<file path="config.mk">
export PLATFORM = sky130hd
export DESIGN_NAME = axis_fifo_drain
export DESIGN_NICKNAME = d
export VERILOG_FILES = /design/src/rtl/fifo_drain_pkg.sv /design/src/rtl/axis_skid_buf.sv /design/src/rtl/axis_fifo_drain.sv
export SDC_FILE = /design/constraint.sdc
export NUM_CORES = 1
export LEC_CHECK = 0
export CAP_MARGIN = 20
export CELL_PAD_IN_SITES_DETAIL_PLACEMENT = 0
export CELL_PAD_IN_SITES_GLOBAL_PLACEMENT = 1
export CORE_MARGIN = 4
export CORE_UTILIZATION = 42
export CTS_CLUSTER_SIZE = 12
export DETAILED_ROUTE_END_ITERATION = 8
export PLACE_DENSITY = 0.81
export SLEW_MARGIN = 5
export SYNTH_ARGS = -nofsm -noshare
export SYNTH_HDL_FRONTEND = slang
export SYNTH_SLANG_ARGS = --single-unit
</file>
<file path="constraint.sdc">
create_clock -name clk -period 7.9 [get_ports clk]
set_input_delay 1.975 -clock clk [delete_from_list [all_inputs] [get_ports clk]]
set_output_delay 1.975 -clock clk [all_outputs]
set_load 0.02 [all_outputs]
</file>
<file path="src/rtl/fifo_drain_pkg.sv">
// Shared types for the FIFO drain engine: FSM state encoding, a default-width
// beat record, and a decode of which states hold the FIFO read request.
package fifo_drain_pkg;

  typedef enum logic [2:0] {
    IDLE    = 3'd0,
    REQ     = 3'd1,
    STREAM  = 3'd2,
    DISCARD = 3'd3,
    DRAIN   = 3'd4
  } drain_state_e;

  localparam int unsigned BeatDataW = 32;

  // One stream beat at the default FIFO width.
  typedef struct packed {
    logic [BeatDataW-1:0] data;
    logic                 last;
  } beat_t;

  // The read request is held for the whole packet, including the discard tail.
  function automatic logic state_holds_req(drain_state_e s);
    return (s == REQ) || (s == STREAM) || (s == DISCARD);
  endfunction

endpackage

</file>
<file path="src/rtl/axis_skid_buf.sv">
// Two-entry registered skid buffer. The output is driven straight from the
// head register, so an accepted input is visible on the next cycle, and input
// ready only drops when both entries are occupied.
module axis_skid_buf #(
  parameter int unsigned Width = 33
) (
  input  logic             clk,
  input  logic             reset,
  input  logic [Width-1:0] in_data_i,
  input  logic             in_valid_i,
  output logic             in_ready_o,
  output logic [Width-1:0] out_data_o,
  output logic             out_valid_o,
  input  logic             out_ready_i
);

  logic [Width-1:0] head_q;
  logic [Width-1:0] tail_q;
  logic [1:0]       count_q;
  logic             push;
  logic             pop;

  assign in_ready_o  = (count_q != 2'd2);
  assign out_valid_o = (count_q != 2'd0);
  assign out_data_o  = head_q;
  assign push        = in_valid_i & in_ready_o;
  assign pop         = out_valid_o & out_ready_i;

  // Occupancy and entry update; head is always the oldest beat.
  always_ff @(posedge clk or posedge reset) begin
    if (reset) begin
      head_q  <= '0;
      tail_q  <= '0;
      count_q <= 2'd0;
    end else begin
      case ({push, pop})
        2'b10: begin
          if (count_q == 2'd0) head_q <= in_data_i;
          else                 tail_q <= in_data_i;
          count_q <= count_q + 2'd1;
        end
        2'b01: begin
          head_q  <= tail_q;
          count_q <= count_q - 2'd1;
        end
        // Simultaneous push and pop is only possible with exactly one entry
        // held, so the new beat replaces the head directly.
        2'b11: head_q <= in_data_i;
        default: ;
      endcase
    end
  end

endmodule

</file>
<file path="src/rtl/axis_fifo_drain.sv">
// Read-side drain engine for the ping-pong stream FIFO. Holds the FIFO read
// request for one packet, moves beats through a skid buffer onto an AXI-Stream
// master, truncates packets longer than MaxBeats and counts finished packets.
// Optional idle-beat watchdog: define FIFO_DRAIN_TIMEOUT_EN.
module axis_fifo_drain
  import fifo_drain_pkg::*;
#(
  parameter int unsigned DataWidth     = 32,
  parameter int unsigned MaxBeats      = 256,
  parameter int unsigned CntWidth      = 16,
  parameter int unsigned TimeoutCycles = 1024
) (
  input  logic                 clk,
  input  logic                 reset,
  input  logic                 enable,
  input  logic                 fifo_empty,
  output logic                 fifo_read_req,
  input  logic [DataWidth-1:0] fifo_read_data,
  input  logic                 fifo_read_valid,
  output logic                 fifo_read_ready,
  input  logic                 fifo_read_last,
  output logic [DataWidth-1:0] m_axis_tdata,
  output logic                 m_axis_tvalid,
  input  logic                 m_axis_tready,
  output logic                 m_axis_tlast,
  output logic                 busy,
  output logic [CntWidth-1:0]  pkt_count,
  output logic                 overlong,
  output logic                 timeout_err
);

  localparam int unsigned BeatCntW = $clog2(MaxBeats + 1);

  typedef struct packed {
    logic [DataWidth-1:0] data;
    logic                 last;
  } beat_w_t;

  drain_state_e        state_q;
  logic [BeatCntW-1:0] beat_cnt_q;
  logic                overlong_q;
  logic                inject_pend_q;
  logic [CntWidth-1:0] pkt_count_q;
  logic [CntWidth-1:0] pkt_count_d;

  beat_w_t skid_in;
  beat_w_t skid_out;
  logic    skid_in_valid;
  logic    skid_in_ready;
  logic    skid_out_valid;

  logic fwd_state;
  logic beat_acc;
  logic trunc_beat;
  logic inject_now;
  logic timeout_hit;
  logic pkt_done;

  assign fwd_state = (state_q == REQ) || (state_q == STREAM);

  // A watchdog expiry blocks acceptance in that cycle so no beat is lost
  // while the FSM abandons the packet.
  assign fifo_read_ready = ((fwd_state & skid_in_ready) | (state_q == DISCARD)) & ~timeout_hit;
  assign beat_acc        = fifo_read_valid & fifo_read_ready;
  assign trunc_beat      = fwd_state & beat_acc & ~fifo_read_last
                         & (beat_cnt_q == BeatCntW'(MaxBeats - 1));
  assign inject_now      = (state_q == DRAIN) & inject_pend_q & skid_in_ready;

  // Skid buffer input: forwarded FIFO beat, or the zero terminator beat
  // closing a packet abandoned by the watchdog.
  always_comb begin
    skid_in_valid = (fwd_state & beat_acc) | inject_now;
    skid_in.data  = fifo_read_data;
    skid_in.last  = fifo_read_last | trunc_beat;
    if (inject_now) begin
      skid_in.data = '0;
      skid_in.last = 1'b1;
    end
  end

  axis_skid_buf #(
    .Width(DataWidth + 1)
  ) u_skid (
    .clk        (clk),
    .reset      (reset),
    .in_data_i  (skid_in),
    .in_valid_i (skid_in_valid),
    .in_ready_o (skid_in_ready),
    .out_data_o (skid_out),
    .out_valid_o(skid_out_valid),
    .out_ready_i(m_axis_tready)
  );

  // Packet FSM with beat counter, truncation pulse and terminator request.
  always_ff @(posedge clk or posedge reset) begin
    if (reset) begin
      state_q       <= IDLE;
      beat_cnt_q    <= '0;
      overlong_q    <= 1'b0;
      inject_pend_q <= 1'b0;
    end else begin
      overlong_q <= trunc_beat;
      if (inject_now) inject_pend_q <= 1'b0;
      case (state_q)
        IDLE: begin
          beat_cnt_q <= '0;
          if (enable && !fifo_empty) state_q <= REQ;
        end
        REQ, STREAM: begin
          if (timeout_hit) begin
            beat_cnt_q <= '0;
            if (state_q == REQ) begin
              state_q <= IDLE;
            end else begin
              state_q       <= DRAIN;
              inject_pend_q <= 1'b1;
            end
          end else if (beat_acc) begin
            if (fifo_read_last) begin
              state_q    <= DRAIN;
              beat_cnt_q <= '0;
            end else if (trunc_beat) begin
              state_q    <= DISCARD;
              beat_cnt_q <= '0;
            end else begin
              state_q    <= STREAM;
              beat_cnt_q <= beat_cnt_q + BeatCntW'(1);
            end
          end
        end
        DISCARD: begin
          if (timeout_hit || (beat_acc && fifo_read_last)) state_q <= DRAIN;
        end
        DRAIN: begin
          if (!skid_out_valid && !inject_pend_q) state_q <= IDLE;
        end
        default: state_q <= IDLE;
      endcase
    end
  end

  assign pkt_done    = skid_out_valid & m_axis_tready & skid_out.last;
  assign pkt_count_d = pkt_done ? (pkt_count_q + CntWidth'(1)) : pkt_count_q;

  // Completed-packet counter; wraps naturally at the counter width.
  always_ff @(posedge clk or posedge reset) begin
    if (reset) pkt_count_q <= '0;
    else       pkt_count_q <= pkt_count_d;
  end

`ifdef FIFO_DRAIN_TIMEOUT_EN
  localparam int unsigned WdW = $clog2(TimeoutCycles + 1);

  logic [WdW-1:0] wd_q;
  logic [WdW-1:0] wd_d;

  // Idle-cycle count while the read request is held; any accepted beat,
  // leaving the request states, or the expiry itself restarts it.
  always_comb begin
    if (!state_holds_req(state_q) || beat_acc || timeout_hit) wd_d = '0;
    else                                                     wd_d = wd_q + WdW'(1);
  end

  // Watchdog register.
  always_ff @(posedge clk or posedge reset) begin
    if (reset) wd_q <= '0;
    else       wd_q <= wd_d;
  end

  assign timeout_hit = (wd_q == WdW'(TimeoutCycles));
  assign timeout_err = timeout_hit;
`else
  assign timeout_hit = 1'b0;
  assign timeout_err = 1'b0;
`endif

  assign fifo_read_req = state_holds_req(state_q);
  assign m_axis_tdata  = skid_out.data;
  assign m_axis_tlast  = skid_out.last;
  assign m_axis_tvalid = skid_out_valid;
  assign busy          = (state_q != IDLE) | skid_out_valid;
  assign pkt_count     = pkt_count_q;
  assign overlong      = overlong_q;

endmodule
</file>
=== Word-level counts from Yosys, hierarchy flattened ===
Cells that the tools add are included.

* Bits in registers: 97
* Bits in latches: 0
* Bits in writable memories: 0
* Bits in read-only memories: 0
* Input port bits: 39
* Output and inout port bits: 55
* Memories: 0

* Add/subtract/negate cells: 4
* Multipliers: 0
* Divide/modulo/power cells: 0
* Order comparisons: 0
* Eq/ne operators: 14
* Shifts and indexed selects: 0
* Muxes and demuxes: 14
* Bitwise logic cells: 13
* Reduce and logical (&&, ||, !) cells: 18

{| class="wikitable"
|+ Operators by type and width
! operator !! count
|-
| case mux 33 bit (3 select lines) || 1
|-
| 2-to-1 mux 33 bit || 1
|-
| 2-to-1 mux 9 bit || 3
|-
| case mux 9 bit (2 select lines) || 1
|-
| adder 16 x 1 -> 16 bit (second input constant) || 1
|-
| 2-to-1 mux 3 bit || 5
|-
| case mux 3 bit (4 select lines) || 1
|-
| adder 9 x 1 -> 9 bit (second input constant) || 1
|-
| == test 9 x 8 -> 1 bit (second input constant) || 1
|-
| AND 1 bit || 8
|-
| == test 3 x 2 -> 1 bit (second input constant) || 2
|-
| != test 2 x 1 -> 1 bit (second input constant) || 3
|-
| != test 2 bit (second input constant) || 3
|-
| AND reduction 2 bit || 3
|-
| nonzero test 2 bit || 3
|-
| nonzero test 3 bit || 2
|-
| == test 2 bit (second input constant) || 2
|-
| case mux 2 bit (2 select lines) || 1
|-
| AND reduction 4 bit || 1
|-
| == test 3 x 1 -> 1 bit (second input constant) || 1
|-
| == test 3 bit (second input constant) || 1
|-
| logical NOT 3 bit || 1
|-
| bitwise OR 1 bit || 3
|-
| adder 2 x 1 -> 2 bit (second input constant) || 1
|-
| other kinds (9) || 13
|}

=== Depth between registers and ports, before layout ===
Gate-level depths: netlist of the first run.

* Depth in word-level cells: 12
* Mapped depth: 9
* Gate-level depth less buffers: 8

=== Hierarchy ===
Synthesis of the first run repeated with hierarchy kept, for this count alone.

* Cells, all modules: 346
* Area, all modules: 4,531.8 um^2

{| class="wikitable"
|+ Modules (own cells, without submodules)
! module !! times used !! cells each !! area each (um^2) !! sequential area each (um^2)
|-
| axis_skid_buf || 1 || 193 || 3,000.4 || 1,701.6
|-
| axis_fifo_drain || 1 || 153 || 1,531.5 || 725.7
|}

=== Least setup slack after synthesis of the first run ===
Ideal clock, no wire load.

* Kind: input to register
* Start point: input port fifo_read_valid
* End point: register u_skid.head_q[10] (netlist: u_skid.out_data_o[10])
* Setup time: 0.133 ns
* Arrival time: 3.467 ns
* Required time: 7.767 ns
* Path slack: 4.300 ns
* Stages: 7
* Path buffers: 2
* Path through: and4bb_2 inv_1 ha_1 clkbuf_1 clkbuf_1 mux2i_1 o21ai_0

* Longest elaborated chain between the ends: 6
* Elaborated cells on any way between the ends: 10
* Those cells by class: eq/ne: 4; mux: 1; bitwise: 3; reduce/logical: 2

{| class="wikitable"
|+ Ends and longest elaborated chain
! element !! line !! source
|-
| start: declaration || axis_fifo_drain.sv:19 || <nowiki>input logic fifo_read_valid,</nowiki>
|-
| AND 1 bit * || axis_fifo_drain.sv:64 || <nowiki>assign beat_acc = fifo_read_valid & fifo_read_ready;</nowiki>
|-
| AND 1 bit * || axis_fifo_drain.sv:72 || <nowiki>skid_in_valid = (fwd_state & beat_acc) | inject_now;</nowiki>
|-
| AND 1 bit * || axis_skid_buf.sv:26 || <nowiki>assign push = in_valid_i & in_ready_o;</nowiki>
|-
| == test 2 bit or == test 2 x 1 -> 1 bit (tied branches) || axis_skid_buf.sv:36 || <nowiki>case ({push, pop})</nowiki>
|-
| != test 2 x 1 -> 1 bit (no source line) or nonzero test 3 bit (tied branches) || - ||
|-
| AND reduction 2 bit (no source line) || - ||
|-
| end signal: assignment || axis_skid_buf.sv:38 || <nowiki>if (count_q == 2'd0) head_q <= in_data_i;</nowiki>
|-
| end signal: assignment || axis_skid_buf.sv:43 || <nowiki>head_q <= tail_q;</nowiki>
|-
| end signal: assignment || axis_skid_buf.sv:48 || <nowiki>2'b11: head_q <= in_data_i;</nowiki>
|-
| end: declaration || axis_skid_buf.sv:17 || <nowiki>logic [Width-1:0] head_q;</nowiki>
|}

Mark *: on every way between the ends. The rest lies on a longest branch, timed or not.
A chain may end at the register's enable or synchronous reset.

=== Worst setup path in the final report of the first run ===
* Start point: register u_skid.count_q[0]
* End point: output port fifo_read_ready

* Longest elaborated chain between the ends: 3

{| class="wikitable"
|+ Ends and longest elaborated chain
! element !! line !! source
|-
| start: declaration || axis_skid_buf.sv:19 || <nowiki>logic [1:0] count_q;</nowiki>
|-
| start signal: assignment || axis_skid_buf.sv:40 || <nowiki>count_q <= count_q + 2'd1;</nowiki>
|-
| start signal: assignment || axis_skid_buf.sv:44 || <nowiki>count_q <= count_q - 2'd1;</nowiki>
|-
| != test 2 bit || axis_skid_buf.sv:23 || <nowiki>assign in_ready_o = (count_q != 2'd2);</nowiki>
|-
| AND 1 bit || axis_fifo_drain.sv:63 || <nowiki>assign fifo_read_ready = ((fwd_state & skid_in_ready) | (state_q == DISCARD)) & ~timeout_hit;</nowiki>
|-
| bitwise OR 1 bit || axis_fifo_drain.sv:63 ||
|-
| end: declaration || axis_fifo_drain.sv:20 || <nowiki>output logic fifo_read_ready,</nowiki>
|}

Every way passes these cells.

==> results_dict.tcl, run 1 <==
set metrics [dict create \
    nFillCells 856 \
    crit_path_top_delay_cell "clkdlybuf4s50_1" \
    dr.pass1.iters 4 \
    place_ws_ps 3440 \
    htree_levels 3 \
    grt_antenna_before_repair 0 \
    initial_core_util_pct 43.9 \
    dr_total_vias 3116 \
    hold_viol_final 0 \
    grt_pass1_vias 3179 \
    synthAdderAreaFrac_pct 1.15 \
    placedCellCount 588 \
    yosysWarnings 0 \
    insertion_delay_ps 360 \
    path_class "flop to output pin" \
    synth_top_family_by_area "multiplexers" \
    end_kind "output pin" \
    relSlewSlack_pct 59.6 \
    synth_compound_area_share_pct 9.43 \
    finalNonFillerCells 606 \
    vias_per_cell 5.14 \
    drt-initial-drc-count 96 \
    rows 36 \
    vdd_drop_max_mv 0.204 \
    synth_xor_area_share_pct 3.82 \
    routed_wl_mm 8.91 \
    finalSetupViolations 0 \
    tightest_slew_ps 606 \
    wire_per_inst_um 14.7 \
    grt_max_degree 84 \
    grt_pass1_wl_mm 15.1 \
    synth_area_leaders "dfrtp_1 (56%), mux2_2 (8.8%), mux2i_1 (7.4%)" \
    timing.rr.end "u_skid.out_data_o[17]" \
    synth_cell_types 43 \
    layout_common_cells "dfrtp_1 (97), clkdlybuf4s50_1 (92), nand2_1 (52), mux2_2 (34), o21ai_0 (33)" \
    hold_depth 1 \
    hp-class "flop to flop" \
    fin_worst_skew_ps 11.4 \
    drc 0 \
    core_um2 9910 \
    post-cts-setup-buffer-count 0 \
    post-route-min-period_ps 3870 \
    setup_ws_ps 4030 \
    timing.setup.tns_ps 0 \
    run_status "finished clean" \
    worstHoldStart "pkt_count[15]" \
    cts_tree "done" \
    die_area_um2 12100 \
    clock_path_buffers 2 \
    synth_area_leader_cell "dfrtp_1" \
    fin_crit_sh_pct 49.0 \
    area_growth_pct 30.3 \
    maxCapViolations 0 \
    die_w_um 110 \
    reg2reg_depth 7 \
    syn-num-nets 421 \
    syn_area_per_cell_um2 11.5 \
    p_leak_nw 2.41 \
    nets 511 \
    r2r_start "state_q[0]" \
    finalMaxSlewViolations 0 \
    reg2reg_slack_ps 5450 \
    cp-start-kind "flop" \
    final_common_cell "dfrtp_1" \
    synth-seq-cells 97 \
    antennaDiodeCount 0 \
    required_ps 5930 \
    cts-root-buf "clkbuf_8" \
    hold_end "pkt_count[15]" \
    grt.overflow.total 0 \
    ios 94 \
    grt_usage_pct 15.9 \
    synth_top_area_share_pct 55.8 \
    arrival_ps 1890 \
    cp_num_buf_inv 1 \
    dpl.hpwl_mm 6.03 \
    hold_slack_ps 476 \
    powerDensity_nw_per_um2 382 \
    path_delay_family "buffers and inverters" \
    rsz0062_at_grt "no" \
    gp_congestion 0.825 \
    syn_area_um2 4350 \
    crit_fanout 5 \
    cts_hold_buf 0 \
    clock-sinks 97 \
    synth-simple-area-share_pct 10.7 \
    drive_gt1_share_pct 14.2 \
    numCtsBuffers 9 \
    clk_pin_slew_ps 100 \
    ant_nets 0 \
    die_h_um 110 \
    post_cts_resized 0 \
    worstPathCellList "nand2b_1, o21ai_0, a21oi_1, clkdlybuf4s50_1" \
    synth_seq_area_share_pct 55.8 \
    fmaxAchievable_ghz 0.259 \
    slowest_delay_ps 620 \
    io_buffers 92 \
    netlist_instances 378 \
    synth.area.mux_share_pct 16.2 \
    fin_total_pwr_w 0.00217 \
]
## state kept, by name, summed over array words and instances (netlist names)
name	cells
u_skid.tail_q	33
beat_cnt_q	9
u_skid.out_data_o	33
state_q	3
u_skid.count_q	2
pkt_count	16
overlong	1
## per-stage QoR
| step | util (%) | area, um^2 |
|---|---|---|
| global route | 57.2 | 5670 |
| floorplan | - | 4350 |
| global placement | 54.4 | 5390 |
| detailed placement | 54.4 | 5390 |
| CTS | 56.7 | 5620 |
| finish | 57.2 | 5670 |
## where the power goes
part / leakage [nW] / internal (W) / switching (W)
sequential: 1.21 / 0.000695 / 0.000131
combinational: 1.08 / 0.000475 / 0.000495
clock: 0.117 / 0.000185 / 0.000186
total: 2.41 / 0.00135 / 0.000812
## metal layers
| metal | global-route usage (%) | up-vias | wire, um |
|---|---|---|---|
| met5 | 0 | - | 0 |
| met4 | 5.43 | 0 | 119 |
| met3 | 5.05 | 12 | 625 |
| met2 | 24.4 | 87 | 4070 |
| met1 | 21.4 | 1520 | 4090 |
| li1 | - | 1497 | - |
## cell usage after synthesis, drive strengths merged
cell    count
and2        2
o221ai      1
nand3b      1
o21ai      44
and4bb      1
or3         1
and3        1
o22ai       1
a31oi       5
clkbuf      8
xor2        6
nor2       15
o21a        1
xnor2      13
nand3      11
nand4       3
mux2       34
nor3        4
a22o        1
nand2      52
o311ai      2
nand2b      4
or2         1
a211oi      3
buf        10
nor4        1
ha          4
mux2i      32
dfrtp      97
o211a       1
o31ai       2
inv        10
a41oi       1
conb        1
a21oi       3
and4        1
## cell families after synthesis
kind of cell    count (synthesis)
simple gates                   98
flops                          97
mux                            66
compound gates                 65
buf+inv                        28
xor+xnor                       19
fa+ha+maj                       4
other cells                     1
## worst max path at each step
stage | slack (ps) | cells past startpoint | from | endpoint
6_report | 4030 | 4 | u_skid.count_q[0] | fifo_read_ready
2_1_floorplan | 3390 | 1 | reset | beat_cnt_q[0]
3_3_place_gp | 3500 | 7 | fifo_read_valid | u_skid.count_q[1]
3_5_place_dp | 3440 | 6 | fifo_read_valid | u_skid.out_data_o[12]
4_1_cts | 3840 | 6 | fifo_read_valid | u_skid.out_data_o[17]
5_1_grt | 3850 | 4 | u_skid.count_q[0] | fifo_read_ready
## final cells by class
class	instances	area (um^2)	share of cell area, %
clock buffer	9	124	2.18
clock inverter	7	106	1.88
inverter	10	40.0	0.706
multi-input combinational	253	1820	32.0
sequential	97	2430	42.8
tap	133	166	2.93
timing repair buffer	97	991	17.5
Note: power is estimated with default switching activity, not from simulation.
==> run 2: changes to the inputs <==
--- a/config.mk
+++ b/config.mk
@@ -9,10 +9,10 @@
 export CELL_PAD_IN_SITES_DETAIL_PLACEMENT = 0
 export CELL_PAD_IN_SITES_GLOBAL_PLACEMENT = 1
 export CORE_MARGIN = 4
-export CORE_UTILIZATION = 42
+export CORE_UTILIZATION = 40
 export CTS_CLUSTER_SIZE = 12
 export DETAILED_ROUTE_END_ITERATION = 8
-export PLACE_DENSITY = 0.81
+export PLACE_DENSITY = 0.78
 export SLEW_MARGIN = 5
 export SYNTH_ARGS = -nofsm -noshare
 export SYNTH_HDL_FRONTEND = slang
==> constraint.sdc (replaced) <==
create_clock -name clk -period 3.64 [get_ports clk]
set_input_delay 0.91 -clock clk [delete_from_list [all_inputs] [get_ports clk]]
set_output_delay 0.91 -clock clk [all_outputs]
set_load 0.02 [all_outputs]
==> run 2 against run 1 <==
Net effect:
- cell count increased by 0.33%
- largest cell class unchanged
- largest power group unchanged
- critical endpoint unchanged
- core utilization is 3.1 points lower
- worst setup slack got worse by 3200 ps
- critical path depth did not move
- sequential power up 120%
- register-to-register slack worse by 4200 ps
- critical path type unchanged
- design area decreased by 0.13%
- power increased by 120%
==> results_dict.tcl, run 2 (synthesis results as in run 1) <==
set metrics [dict create \
    run_status "finished clean" \
    grt_pass1_vias 3202 \
    antennaDiodeCount 0 \
    timing.setup.tns_ps 0 \
    grt_antenna_before_repair 0 \
    cts-root-buf "clkbuf_8" \
    initial_core_util_pct 41.6 \
    post_cts_resized 0 \
    hold_slack_ps 477 \
    path_class "flop to output pin" \
    dpl.hpwl_mm 6.32 \
    finalSetupViolations 0 \
    seqPwrFrac_pct 38.3 \
    drt-initial-drc-count 143 \
    io_buffers 92 \
    wire_per_inst_um 14.8 \
    hold_viol_final 0 \
    hold_end "u_skid.tail_q[0]" \
    ant_nets 0 \
    timing.rr.end "u_skid.out_data_o[15]" \
    cp_num_buf_inv 1 \
    arrival_ps 1930 \
    p_int_w 0.00294 \
    cts_tree "done" \
    crit_fanout 5 \
    path_delay_family "buffers and inverters" \
    layout_common_cells "dfrtp_1 (97), clkdlybuf4s50_1 (92), nand2_1 (51), mux2_2 (34), o21ai_0 (33)" \
    post-route-min-period_ps 2840 \
    p_leak_nw 2.39 \
    insertion_delay_ps 350 \
    grt_usage_pct 15.2 \
    gp_congestion 0.748 \
    required_ps 2730 \
    power_switching_w 0.00174 \
    r2r_start "state_q[1]" \
    place_ws_ps 540 \
    die_area_um2 12600 \
    end_kind "output pin" \
    numCtsBuffers 9 \
    drive_gt1_share_pct 14.0 \
    finalNonFillerCells 608 \
    worstPathCellList "nand2b_1, o21ai_0, a21oi_1, clkdlybuf4s50_1" \
    post-cts-setup-buffer-count 0 \
    reg2reg_slack_ps 1210 \
    rows 37 \
    grt_pass1_wl_mm 15.8 \
    clock_path_buffers 2 \
    finalMaxSlewViolations 0 \
    nets 510 \
    htree_levels 3 \
    tightest_slew_ps 668 \
    die_h_um 112 \
    hp-class "flop to flop" \
    fmaxAchievable_ghz 0.353 \
    dr_total_vias 3039 \
    dr.pass1.iters 4 \
    cp-start-kind "flop" \
    worstHoldStart "u_skid.tail_q[0]" \
    clk_pin_slew_ps 90 \
    ios 94 \
    crit_path_top_delay_cell "clkdlybuf4s50_1" \
    placedCellCount 592 \
    setup_ws_ps 803 \
    grt.overflow.total 0 \
    routed_wl_mm 9.00 \
    relSlewSlack_pct 55.5 \
    cts_hold_buf 0 \
    maxCapViolations 0 \
    vdd_drop_max_mv 0.425 \
    vias_per_cell 5.00 \
    core_um2 10500 \
    post-route-util_pct 54.1 \
    p_sw_share_pct 37.1 \
    fin_crit_sh_pct 77.9 \
    final_common_cell "dfrtp_1" \
    hold_depth 2 \
    power_frac_comb_pct 45.5 \
    die_w_um 112 \
    clock-sinks 97 \
    area_growth_pct 30.1 \
    slowest_delay_ps 630 \
    powerDensity_nw_per_um2 826 \
    fin_worst_skew_ps 7.71 \
    rsz0062_at_grt "no" \
    drc 0 \
    p_clk_share_pct 16.2 \
    grt_max_degree 82 \
    reg2reg_depth 7 \
]
-- run 2: cell types whose count changed in the layout (fill, tap and decap cells not counted) --
cell and change:
clkbuf_1 +1, nand2_1 -1, clkinvlp_4 +3, inv_6 -2
buf_4 -2, inv_8 -1, nand2_2 +1, buf_12 +2
buf_16 -1, clkinv_4 -1
-- run 2: per-layer routing --
metal	GRT usage, %	part of all wire, %	vias to the layer above
li1	-	-	1490
met1	20.6	47	1463
met2	23.9	46	84
met3	5.18	6.7	2
met4	2.80	0.33	0
met5	0	0	-
-- run 2: worst max path at each step --
stage                      start                     to  slack, ps  depth (start not counted)
2_1_floorplan              reset          beat_cnt_q[0]        200                          1
3_3_place_gp     fifo_read_valid   u_skid.out_data_o[9]        620                          7
3_5_place_dp     fifo_read_valid  u_skid.out_data_o[15]        540                          7
4_1_cts        u_skid.count_q[0]        fifo_read_ready        780                          4
5_1_grt        u_skid.count_q[0]        fifo_read_ready        630                          4
6_report       u_skid.count_q[0]        fifo_read_ready        800                          4
-- run 2: metrics by stage --
stage	instance area, um^2	power [W]
after floorplan	4350	0.00315
after global placement	5440	0.00391
after detailed placement	5440	0.00397
after CTS	5660	0.00476
after global routing	5660	0.00502
final	5660	0.00468
-- run 2: final cells by class --
type	instances	area, um^2
Multi-Input combinational cell	253	1820
Tap cell	136	170
Inverter	10	40.0
Clock inverter	6	91.3
Fill cell	955	4800
Timing Repair Buffer	96	988
Sequential cell	97	2430
Clock buffer	10	128
-- run 2: power groups by stage --
| stage | Combinational [W] | Sequential (W) | Clock (W) |
|---|---|---|---|
| final | 0.00213 | 0.00179 | 0.000759 |
| after global routing | 0.00234 | 0.00185 | 0.000831 |
| after CTS | 0.00217 | 0.00180 | 0.000793 |
| after detailed placement | 0.00216 | 0.00181 | 0 |
| after global placement | 0.00211 | 0.00180 | 0 |
| after floorplan | 0.00115 | 0.00199 | 0 |
-- run 2: tightest hold or removal path, stage by stage, from the launching register on --
cell	delay (ps)
dfrtp_1	340
nand2_1	40
o21ai_0	60
==> run 3: changes to the inputs <==
--- a/config.mk
+++ b/config.mk
@@ -9,10 +9,10 @@
 export CELL_PAD_IN_SITES_DETAIL_PLACEMENT = 0
 export CELL_PAD_IN_SITES_GLOBAL_PLACEMENT = 1
 export CORE_MARGIN = 4
-export CORE_UTILIZATION = 40
+export CORE_UTILIZATION = 36
 export CTS_CLUSTER_SIZE = 12
 export DETAILED_ROUTE_END_ITERATION = 8
-export PLACE_DENSITY = 0.78
+export PLACE_DENSITY = 0.74
 export SLEW_MARGIN = 5
 export SYNTH_ARGS = -nofsm -noshare
 export SYNTH_HDL_FRONTEND = slang
==> constraint.sdc (replaced) <==
create_clock -name clk -period 2.32 [get_ports clk]
set_input_delay 0.58 -clock clk [delete_from_list [all_inputs] [get_ports clk]]
set_output_delay 0.58 -clock clk [all_outputs]
set_load 0.02 [all_outputs]
==> run 3 against run 2 <==
Net effect:
- sequential power up 59%
- design area increased by 5.7%
- combinational power up 64%
- clock power is 150% higher
- largest cell class unchanged
- highest routed layer unchanged
==> results_dict.tcl, run 3 (synthesis results as in run 1) <==
set metrics [dict create \
    rows 39 \
    finalSetupViolations 0 \
    die_w_um 118 \
    htree_levels 3 \
    numCtsBuffers 9 \
    cts_hold_buf 0 \
    reg2reg_slack_ps 330 \
    maxCapViolations 0 \
    powerDensity_nw_per_um2 1370 \
    relSlewSlack_pct 60.3 \
    grt_pass1_vias 3249 \
    core_um2 11600 \
    clock-sinks 97 \
    post-route-min-period_ps 2300 \
    fin_crit_sh_pct 99.0 \
    hp-class "flop to flop" \
    fin_worst_skew_ps 7.84 \
    layout_common_cells "dfrtp_1 (97), clkdlybuf4s50_1 (91), nand2_1 (52), mux2_2 (34), o21ai_0 (33)" \
    grt.overflow.total 0 \
    vias_per_cell 4.90 \
    dpl.hpwl_mm 6.51 \
    finalInstanceArea_um2 5990 \
    area_growth_pct 37.6 \
    place_ws_ps 16.3 \
    required_ps 1740 \
    clock_path_buffers 2 \
    cts_tree "done" \
    hold_slack_ps 477 \
    initial_core_util_pct 37.5 \
    cts-root-buf "clkbuf_16" \
    nets 523 \
    arrival_ps 1720 \
    place_area_um2 5600 \
    post-cts-setup-buffer-count 0 \
    grt_max_degree 67 \
    finalMaxSlewViolations 0 \
    gp_congestion 0.769 \
    clk_pin_slew_ps 60 \
    run_status "finished clean" \
    dr_total_vias 3071 \
    grt_pass1_wl_mm 15.8 \
    ant_nets 0 \
    drc 0 \
    grt_antenna_before_repair 0 \
    ios 94 \
    path_class "flop to output pin" \
    hold_viol_final 0 \
    cp-start-kind "flop" \
    rsz0062_at_grt "yes" \
    fin_total_pwr_w 0.00820 \
    drive_gt1_share_pct 16.5 \
    insertion_delay_ps 340 \
    p_leak_nw 2.55 \
    dr.pass1.iters 4 \
    fmaxAchievable_ghz 0.435 \
    final_common_cell "dfrtp_1" \
    grt_usage_pct 13.8 \
    end_kind "output pin" \
    die_area_um2 13900 \
    nFillCells 1027 \
    die_h_um 118 \
    antennaDiodeCount 0 \
    drt-initial-drc-count 163 \
    vdd_drop_max_mv 0.603 \
    io_buffers 92 \
    routed_wl_mm 9.20 \
    wire_per_inst_um 14.7 \
    tightest_slew_ps 591 \
    post-route-util_pct 51.6 \
    crit_fanout 5 \
    setup_ws_ps 22.9 \
]
run 3: final timing paths:
path,end,from,depth (start not counted)
setup / recovery,m_axis_tvalid,u_skid.count_q[0],3
hold / removal,pkt_count[15],pkt_count[15],1
setup reg to reg,u_skid.tail_q[24],state_q[1],6
hold reg to reg,pkt_count[15],pkt_count[15],1
max in group asynchronous,u_skid.tail_q[14],reset,3
min in group asynchronous,u_skid.tail_q[25],reset,2
run 3: stage by stage:
stage          cells  TNS (ps)
2_1_floorplan    378     -1350
3_3_place_gp     612         0
3_5_place_dp     612         0
4_1_cts          627         0
5_1_grt          627      -156
6_report         627         0
run 3: critical path, stage by stage, from the launching register on:
cell             delay (ps)
dfrtp_1                 440
nor2_2                  240
inv_1                   140
clkdlybuf4s50_1         560
run 3: power by group:
part,internal (W),switching (W)
Combinational,0.00177,0.00172
Sequential,0.00237,0.000463
Clock,0.00126,0.000612
Total,0.00540,0.00279
run 3: timing repair:
item,CTS,global route
resized for setup,4,0
cloned,0,0
endpoints found under the setup margin,4,3
run 3: metal layers:
metal  share of wire (%)  GRT usage (%)  up-vias
met5                   0              0        -
met4                 1.6           5.27        0
met3                 6.4           4.47       13
met2                  45           21.5       73
met1                  47           17.8     1477
li1                    -              -     1508
run 3: final cells by class:
type	instances	area [um^2]	area share (%)
Timing Repair Buffer	109	1130	19.0
Multi-Input combinational cell	253	1830	30.5
Tap cell	143	179	2.99
Clock inverter	6	155	2.59
Sequential cell	97	2430	40.5
Inverter	10	41.3	0.690
Clock buffer	9	225	3.76
